===== src/rtl/stack_call_ctrl_pkg.sv =====
// ============================================================================
// Module : scc_pkg
// Brief  : Shared encodings for the stack/call controller: op codes, fault
//          codes, FSM states and the word size.
//          Build option: STACK_CALL_NESTED_LR_EN (CALL/RET save/restore LR
//          through the stack).
// Rev    : 1.0  initial release
// ============================================================================
`default_nettype none

package scc_pkg;

    localparam int WORD_BYTES = 4;

`ifdef STACK_CALL_NESTED_LR_EN
    localparam bit NESTED_LR_EN = 1'b1;
`else
    localparam bit NESTED_LR_EN = 1'b0;
`endif

    typedef enum logic [1:0] {
        OP_PUSH = 2'd0,
        OP_POP  = 2'd1,
        OP_CALL = 2'd2,
        OP_RET  = 2'd3
    } op_e;

    typedef enum logic [1:0] {
        FC_NONE      = 2'd0,
        FC_OVERFLOW  = 2'd1,
        FC_UNDERFLOW = 2'd2,
        FC_MISALIGN  = 2'd3
    } fault_e;

    typedef enum logic [2:0] {
        ST_IDLE   = 3'd0,
        ST_MEM_WR = 3'd1,
        ST_MEM_RD = 3'd2,
        ST_COMMIT = 3'd3,
        ST_FAULT  = 3'd4
    } state_e;

endpackage

`default_nettype wire


===== src/rtl/stack_call_ctrl_bounds_chk.sv =====
// ============================================================================
// Module : stack_bounds_chk
// Brief  : Combinational SP legality check for an incoming op: alignment,
//          push overflow below STACK_LIMIT, pop underflow at STACK_BASE.
//          Build option: STACK_CALL_NESTED_LR_EN (CALL counts as a push,
//          RET as a pop).
// Rev    : 1.0  initial release
// ============================================================================
`default_nettype none

module stack_bounds_chk
    import scc_pkg::*;
#(
    parameter int              DATA_W      = 32,
    parameter logic [DATA_W-1:0] STACK_BASE  = 'h0000_1000,
    parameter logic [DATA_W-1:0] STACK_LIMIT = 'h0000_0800
) (
    input  logic [DATA_W-1:0] i_sp,
    input  op_e               i_op,
    output fault_e            o_fault_code
);

    logic [DATA_W-1:0] w_sp_dec;
    logic              w_is_push;
    logic              w_is_pop;

    // Priority-ordered fault classification; misalignment dominates.
    always_comb begin
        w_sp_dec     = i_sp - DATA_W'(WORD_BYTES);
        w_is_push    = (i_op == OP_PUSH) || (NESTED_LR_EN && (i_op == OP_CALL));
        w_is_pop     = (i_op == OP_POP)  || (NESTED_LR_EN && (i_op == OP_RET));
        o_fault_code = FC_NONE;
        if (i_sp[1:0] != 2'b00) begin
            o_fault_code = FC_MISALIGN;
        end else if (w_is_push && (w_sp_dec < STACK_LIMIT)) begin
            o_fault_code = FC_OVERFLOW;
        end else if (w_is_pop && (i_sp == STACK_BASE)) begin
            o_fault_code = FC_UNDERFLOW;
        end
    end

endmodule

`default_nettype wire


===== src/rtl/stack_call_ctrl.sv =====
// ============================================================================
// Module : stack_call_ctrl
// Brief  : Sequencer executing PUSH/POP/CALL/RET by pulsing SP/LR/PC write
//          enables into the special register file and driving a data-memory
//          port for stack traffic.
//          Build option: STACK_CALL_NESTED_LR_EN (CALL pushes old LR, RET
//          pops it back).
// Rev    : 1.0  initial release
// ============================================================================
`default_nettype none

module stack_call_ctrl
    import scc_pkg::*;
#(
    parameter int                DATA_W      = 32,
    parameter logic [DATA_W-1:0] STACK_BASE  = 'h0000_1000,
    parameter logic [DATA_W-1:0] STACK_LIMIT = 'h0000_0800
) (
    input  logic              clk,
    input  logic              rst,
    input  logic              op_valid,
    output logic              op_ready,
    input  logic [1:0]        op_code,
    input  logic [DATA_W-1:0] op_wdata,
    input  logic [DATA_W-1:0] op_target,
    input  logic [DATA_W-1:0] re_sp,
    input  logic [DATA_W-1:0] re_lr,
    input  logic [DATA_W-1:0] re_pc,
    output logic              wr_sp,
    output logic              wr_lr,
    output logic              wr_pc,
    output logic [DATA_W-1:0] wr_sp_data,
    output logic [DATA_W-1:0] wr_lr_data,
    output logic [DATA_W-1:0] wr_pc_data,
    output logic              mem_req,
    output logic              mem_we,
    output logic [DATA_W-1:0] mem_addr,
    output logic [DATA_W-1:0] mem_wdata,
    input  logic              mem_ack,
    input  logic [DATA_W-1:0] mem_rdata,
    output logic              pop_valid,
    output logic [DATA_W-1:0] pop_data,
    output logic              fault,
    output logic [1:0]        fault_code
);

    localparam logic [DATA_W-1:0] c_WORD = DATA_W'(WORD_BYTES);

    state_e            r_state;
    state_e            w_state_nxt;
    op_e               r_op;
    fault_e            r_fault_code;
    logic [DATA_W-1:0] r_sp;
    logic [DATA_W-1:0] r_lr;
    logic [DATA_W-1:0] r_pc;
    logic [DATA_W-1:0] r_target;
    logic [DATA_W-1:0] r_mem_addr;
    logic [DATA_W-1:0] r_mem_wdata;
    logic [DATA_W-1:0] r_rdata;

    op_e               w_op;
    fault_e            w_chk_code;
    logic              w_accept;
    logic              w_stack_push;

    assign w_op         = op_e'(op_code);
    assign w_accept     = op_valid & op_ready;
    assign w_stack_push = (w_op == OP_PUSH) || (w_op == OP_CALL);
    assign fault_code   = r_fault_code;

    stack_bounds_chk #(
        .DATA_W      (DATA_W),
        .STACK_BASE  (STACK_BASE),
        .STACK_LIMIT (STACK_LIMIT)
    ) u_bounds_chk (
        .i_sp         (re_sp),
        .i_op         (w_op),
        .o_fault_code (w_chk_code)
    );

    // State register plus operand snapshot on accept and read-data capture on ack.
    always_ff @(posedge clk or posedge rst) begin
        if (rst) begin
            r_state      <= ST_IDLE;
            r_op         <= OP_PUSH;
            r_fault_code <= FC_NONE;
            r_sp         <= '0;
            r_lr         <= '0;
            r_pc         <= '0;
            r_target     <= '0;
            r_mem_addr   <= '0;
            r_mem_wdata  <= '0;
            r_rdata      <= '0;
        end else begin
            r_state <= w_state_nxt;
            if (w_accept) begin
                r_op         <= w_op;
                r_fault_code <= w_chk_code;
                r_sp         <= re_sp;
                r_lr         <= re_lr;
                r_pc         <= re_pc;
                r_target     <= op_target;
                // Pushes (PUSH, nested CALL) write below SP; pops read at SP.
                r_mem_addr   <= w_stack_push ? (re_sp - c_WORD) : re_sp;
                r_mem_wdata  <= (w_op == OP_PUSH) ? op_wdata : re_lr;
            end
            if (mem_req && mem_ack) begin
                r_rdata <= mem_rdata;
            end
        end
    end

    // Next-state decode and per-state output drive; data outputs are zero when idle.
    always_comb begin
        w_state_nxt = r_state;
        op_ready    = 1'b0;
        wr_sp       = 1'b0;
        wr_lr       = 1'b0;
        wr_pc       = 1'b0;
        wr_sp_data  = '0;
        wr_lr_data  = '0;
        wr_pc_data  = '0;
        mem_req     = 1'b0;
        mem_we      = 1'b0;
        mem_addr    = '0;
        mem_wdata   = '0;
        pop_valid   = 1'b0;
        pop_data    = '0;
        fault       = 1'b0;
        case (r_state)
            ST_IDLE: begin
                op_ready = 1'b1;
                if (op_valid) begin
                    if (w_chk_code != FC_NONE) begin
                        w_state_nxt = ST_FAULT;
                    end else begin
                        case (w_op)
                            OP_PUSH: w_state_nxt = ST_MEM_WR;
                            OP_POP:  w_state_nxt = ST_MEM_RD;
                            OP_CALL: w_state_nxt = NESTED_LR_EN ? ST_MEM_WR : ST_COMMIT;
                            default: w_state_nxt = NESTED_LR_EN ? ST_MEM_RD : ST_COMMIT;
                        endcase
                    end
                end
            end
            ST_MEM_WR: begin
                mem_req   = 1'b1;
                mem_we    = 1'b1;
                mem_addr  = r_mem_addr;
                mem_wdata = r_mem_wdata;
                if (mem_ack) w_state_nxt = ST_COMMIT;
            end
            ST_MEM_RD: begin
                mem_req  = 1'b1;
                mem_addr = r_mem_addr;
                if (mem_ack) w_state_nxt = ST_COMMIT;
            end
            ST_COMMIT: begin
                w_state_nxt = ST_IDLE;
                case (r_op)
                    OP_PUSH: begin
                        wr_sp      = 1'b1;
                        wr_sp_data = r_sp - c_WORD;
                    end
                    OP_POP: begin
                        wr_sp      = 1'b1;
                        wr_sp_data = r_sp + c_WORD;
                        pop_valid  = 1'b1;
                        pop_data   = r_rdata;
                    end
                    OP_CALL: begin
                        wr_lr      = 1'b1;
                        wr_lr_data = r_pc + c_WORD;
                        wr_pc      = 1'b1;
                        wr_pc_data = r_target;
                        if (NESTED_LR_EN) begin
                            wr_sp      = 1'b1;
                            wr_sp_data = r_sp - c_WORD;
                        end
                    end
                    default: begin
                        wr_pc      = 1'b1;
                        wr_pc_data = r_lr;
                        if (NESTED_LR_EN) begin
                            wr_lr      = 1'b1;
                            wr_lr_data = r_rdata;
                            wr_sp      = 1'b1;
                            wr_sp_data = r_sp + c_WORD;
                        end
                    end
                endcase
            end
            ST_FAULT: begin
                fault       = 1'b1;
                w_state_nxt = ST_IDLE;
            end
            default: w_state_nxt = ST_IDLE;
        endcase
    end

endmodule

`default_nettype wire

===== config.mk =====
export PLATFORM = sky130hd
export DESIGN_NAME = stack_call_ctrl
export DESIGN_NICKNAME = d
export VERILOG_FILES = /design/src/rtl/stack_call_ctrl_pkg.sv /design/src/rtl/stack_call_ctrl_bounds_chk.sv /design/src/rtl/stack_call_ctrl.sv
export SDC_FILE = /design/constraint.sdc
export NUM_CORES = 1
export LEC_CHECK = 0
export CAP_MARGIN = 20
export CORE_UTILIZATION = 40
export CTS_CLUSTER_SIZE = 24
export DETAILED_ROUTE_END_ITERATION = 12
export PLACE_DENSITY = 0.7
export SETUP_SLACK_MARGIN = 0.15
export SLEW_MARGIN = 40
export SYNTH_ARGS = -nofsm -noshare
export SYNTH_HDL_FRONTEND = slang
export SYNTH_HIERARCHICAL = 1
export SYNTH_SLANG_ARGS = --single-unit

===== constraint.sdc =====
create_clock -name clk -period 11.26 [get_ports clk]
set_clock_uncertainty 0.2 [all_clocks]
set_input_delay 3.378 -clock clk [delete_from_list [all_inputs] [get_ports clk]]
set_output_delay 3.378 -clock clk [all_outputs]
set_load 0.02 [all_outputs]

==> metrics <==
fillcell total=2919; pin count of the biggest net entering global routing=112; die area=0.0337 sq mm; Die Height=184 um; Bufs on Longest Clock Path=3; DRC=0; post-CTS setup buffer count=0; via count=12400; Buf/Inv on CP=2; Worst-Skew Late Latency=0.52 ns; layout net count=2169; cell mode on critical path=a41oi_1; worst vdd ir=0.114 mV; setup TNS=0 ns; syn avg cell area=8.35 sq um; #FFs+latches synth=229; final setup margin=3.22 ns; asr flop ratio synth=100%; CP delay by family, top=compound AO/OA/AOI/OAI gates; # rows=66; leading area contributor after synthesis=dfrtp_1; wire per inst=17.7 um; IO buf count=399; Max Slew Vio Count=0; First-pass DRT Iterations=5; CTS root buffer=clkbuf_16; Synth top area share=43.5%; Post-Syn Area=0.0132 sq mm; via/cell ratio=5.17; Synth cell types=62; Leak=8.25 nW; Main synth FF type=dfrtp_1; Max-Cap Viols=0; max incr delay on CP=0.63 ns; fin crit share=71.4%; Die W=184 um; CTS buffer count=27; clk slew on worst S/H paths=0.06 ns; unrepaired setup endpoints after global routing=false; CP Max Fanout=36; top cells by area, synth=dfrtp_1, nand2_1, mux2i_1, and2_1, nor2_1; CP cell instances=nand2b_1, buf_4, ha_1, a2111oi_0, o21ai_0, a41oi_1, and4_1, nor2_1, a41oi_1, mux2i_1, clkdlybuf4s50_1; final RePlAce weighted congestion=0.904; CTS H-tree lvls=1; GRT Util Overall=24.9%; Worst Setup Start Kind=register; CP startpoint=r_op[1]; Fmax=124 MHz; IO Pins=400; Worst-Margin Slew=0.777 ns; hold-fix buffers at CTS=0; type of element capturing the critical path=output port; RR Startpoint=r_state[1]; Hold Crit Class=register to register; min-delay src=r_mem_wdata[13]; outcome=complete, no violations; initial core utilization=40.6%; Post-synth EDFFs=0; post-layout min period=8.04 ns; Post-Syn Instances=1578; global-route wire length before repair=66600 um; initial antenna violation count=1; pre-CTS setup slack=3.80 ns; top-count cell post-synth=nand2_1; Overflow after GRT=0; Min Hold Slack=0.267 ns; Synth top cells by count=nand2_1, dfrtp_1, nor2_1; dpl hpwl=30300 um; vias in the first global route=12200; Crit-path slowest cell=clkdlybuf4s50_1; Antenna Nets Post-Route=0; reg2reg setup slack=8.13 ns; WP data required=7.68 ns; final-report hold violation count=0; layout cells sized above 1=5.80%; Core ar.=0.0325 sq mm; Sink Count=229; worst relative slew slack=48.2%; Seq/Total Area, Yosys=43.5%; PwrDens=277 mW/mm^2; syn_nets=1813; CTS tree=yes; setup violators final=0; critical path class=register to output port; total wire length=42300 um; crit path DAT=4.47 ns; Area Overhead vs Synth=40.2%; yosys warns=6; Initial DRC Count=627; post-cts repair resize count=0
## routing by layer
metal	wire (um)	global-route usage (%)	share of wire [%]	vias to the layer above
li1	-	-	-	5967
met1	18300	33.2	43	5913
met2	20200	41.1	48	427
met3	2690	4.62	6.4	70
met4	1140	7.20	2.7	0
met5	0	0	0	-
## where the power goes
part | internal [mW] | switching [mW] | total, mW
Sequential | 1.22 | 0.262 | 1.48
Combinational | 1.18 | 1.57 | 2.74
Clock | 0.551 | 0.346 | 0.897
## layout make-up
cell class | count | area (sq um) | share of cell area, %
repair buffers | 413 | 4120 | 22.3
multi-input cells | 1243 | 7090 | 38.4
clock inverters | 10 | 153 | 0.826
inverters | 20 | 87.6 | 0.474
flip-flops and latches | 229 | 5730 | 31.0
diodes | 1 | 2.50 | 0.0135
well taps | 442 | 553 | 2.99
clock buffers | 34 | 742 | 4.02
## registers in the layout, summed over array words and instances (netlist names)
signal,cells
r_pc,32
r_target,32
fault_code,2
r_lr,32
r_state,3
r_mem_wdata,32
r_mem_addr,30
r_sp,32
r_rdata,32
r_op,2
## tightest hold or removal path, delay by kind of cell, from the launching register on
| family | cells | cell delay [ns] |
|---|---|---|
| simple gates | 1 | 0.04 |
| compound gates | 1 | 0.06 |
| flops | 1 | 0.33 |
## worst paths after layout
kind,cells past startpoint,end
worst max-delay path,11,wr_sp_data[31]
worst min-delay path,2,r_mem_wdata[13]
worst max register to register,7,r_mem_addr[24]
worst min register to register,2,r_mem_wdata[13]
max in group asynchronous,3,r_op[0]
min in group asynchronous,2,r_target[23]
## stage by stage
stage / util (%) / power [mW] / std cells / instance area [sq um]
floorplan: - / 3.28 / 1578 / 13200
global placement: 54.1 / 4.17 / 2347 / 17500
detailed placement: 54.1 / 4.22 / 2347 / 17600
CTS: 56.9 / 5.15 / 2391 / 18500
global route: 56.9 / 5.51 / 2392 / 18500
finish: 56.9 / 5.12 / 2392 / 18500
## logic make-up after synthesis
logic type	synth area share (%)
compound gates	8.44
xor+xnor	3.85
fa+ha+maj	3.57
buf+inv	3.02
flops	43.5
mux	8.05
simple gates	29.6
## layout by cell type, fill, tap and decap left out, drive strengths merged, types with 36 or more instances in the layout
cell,count
nand2,489
clkdlybuf4s50,399
dfrtp,229
nor2,129
and2,79
mux2i,70
o21ai,69
and3,39
a21oi,38
ha,36
(Power assumes the default switching activity.)
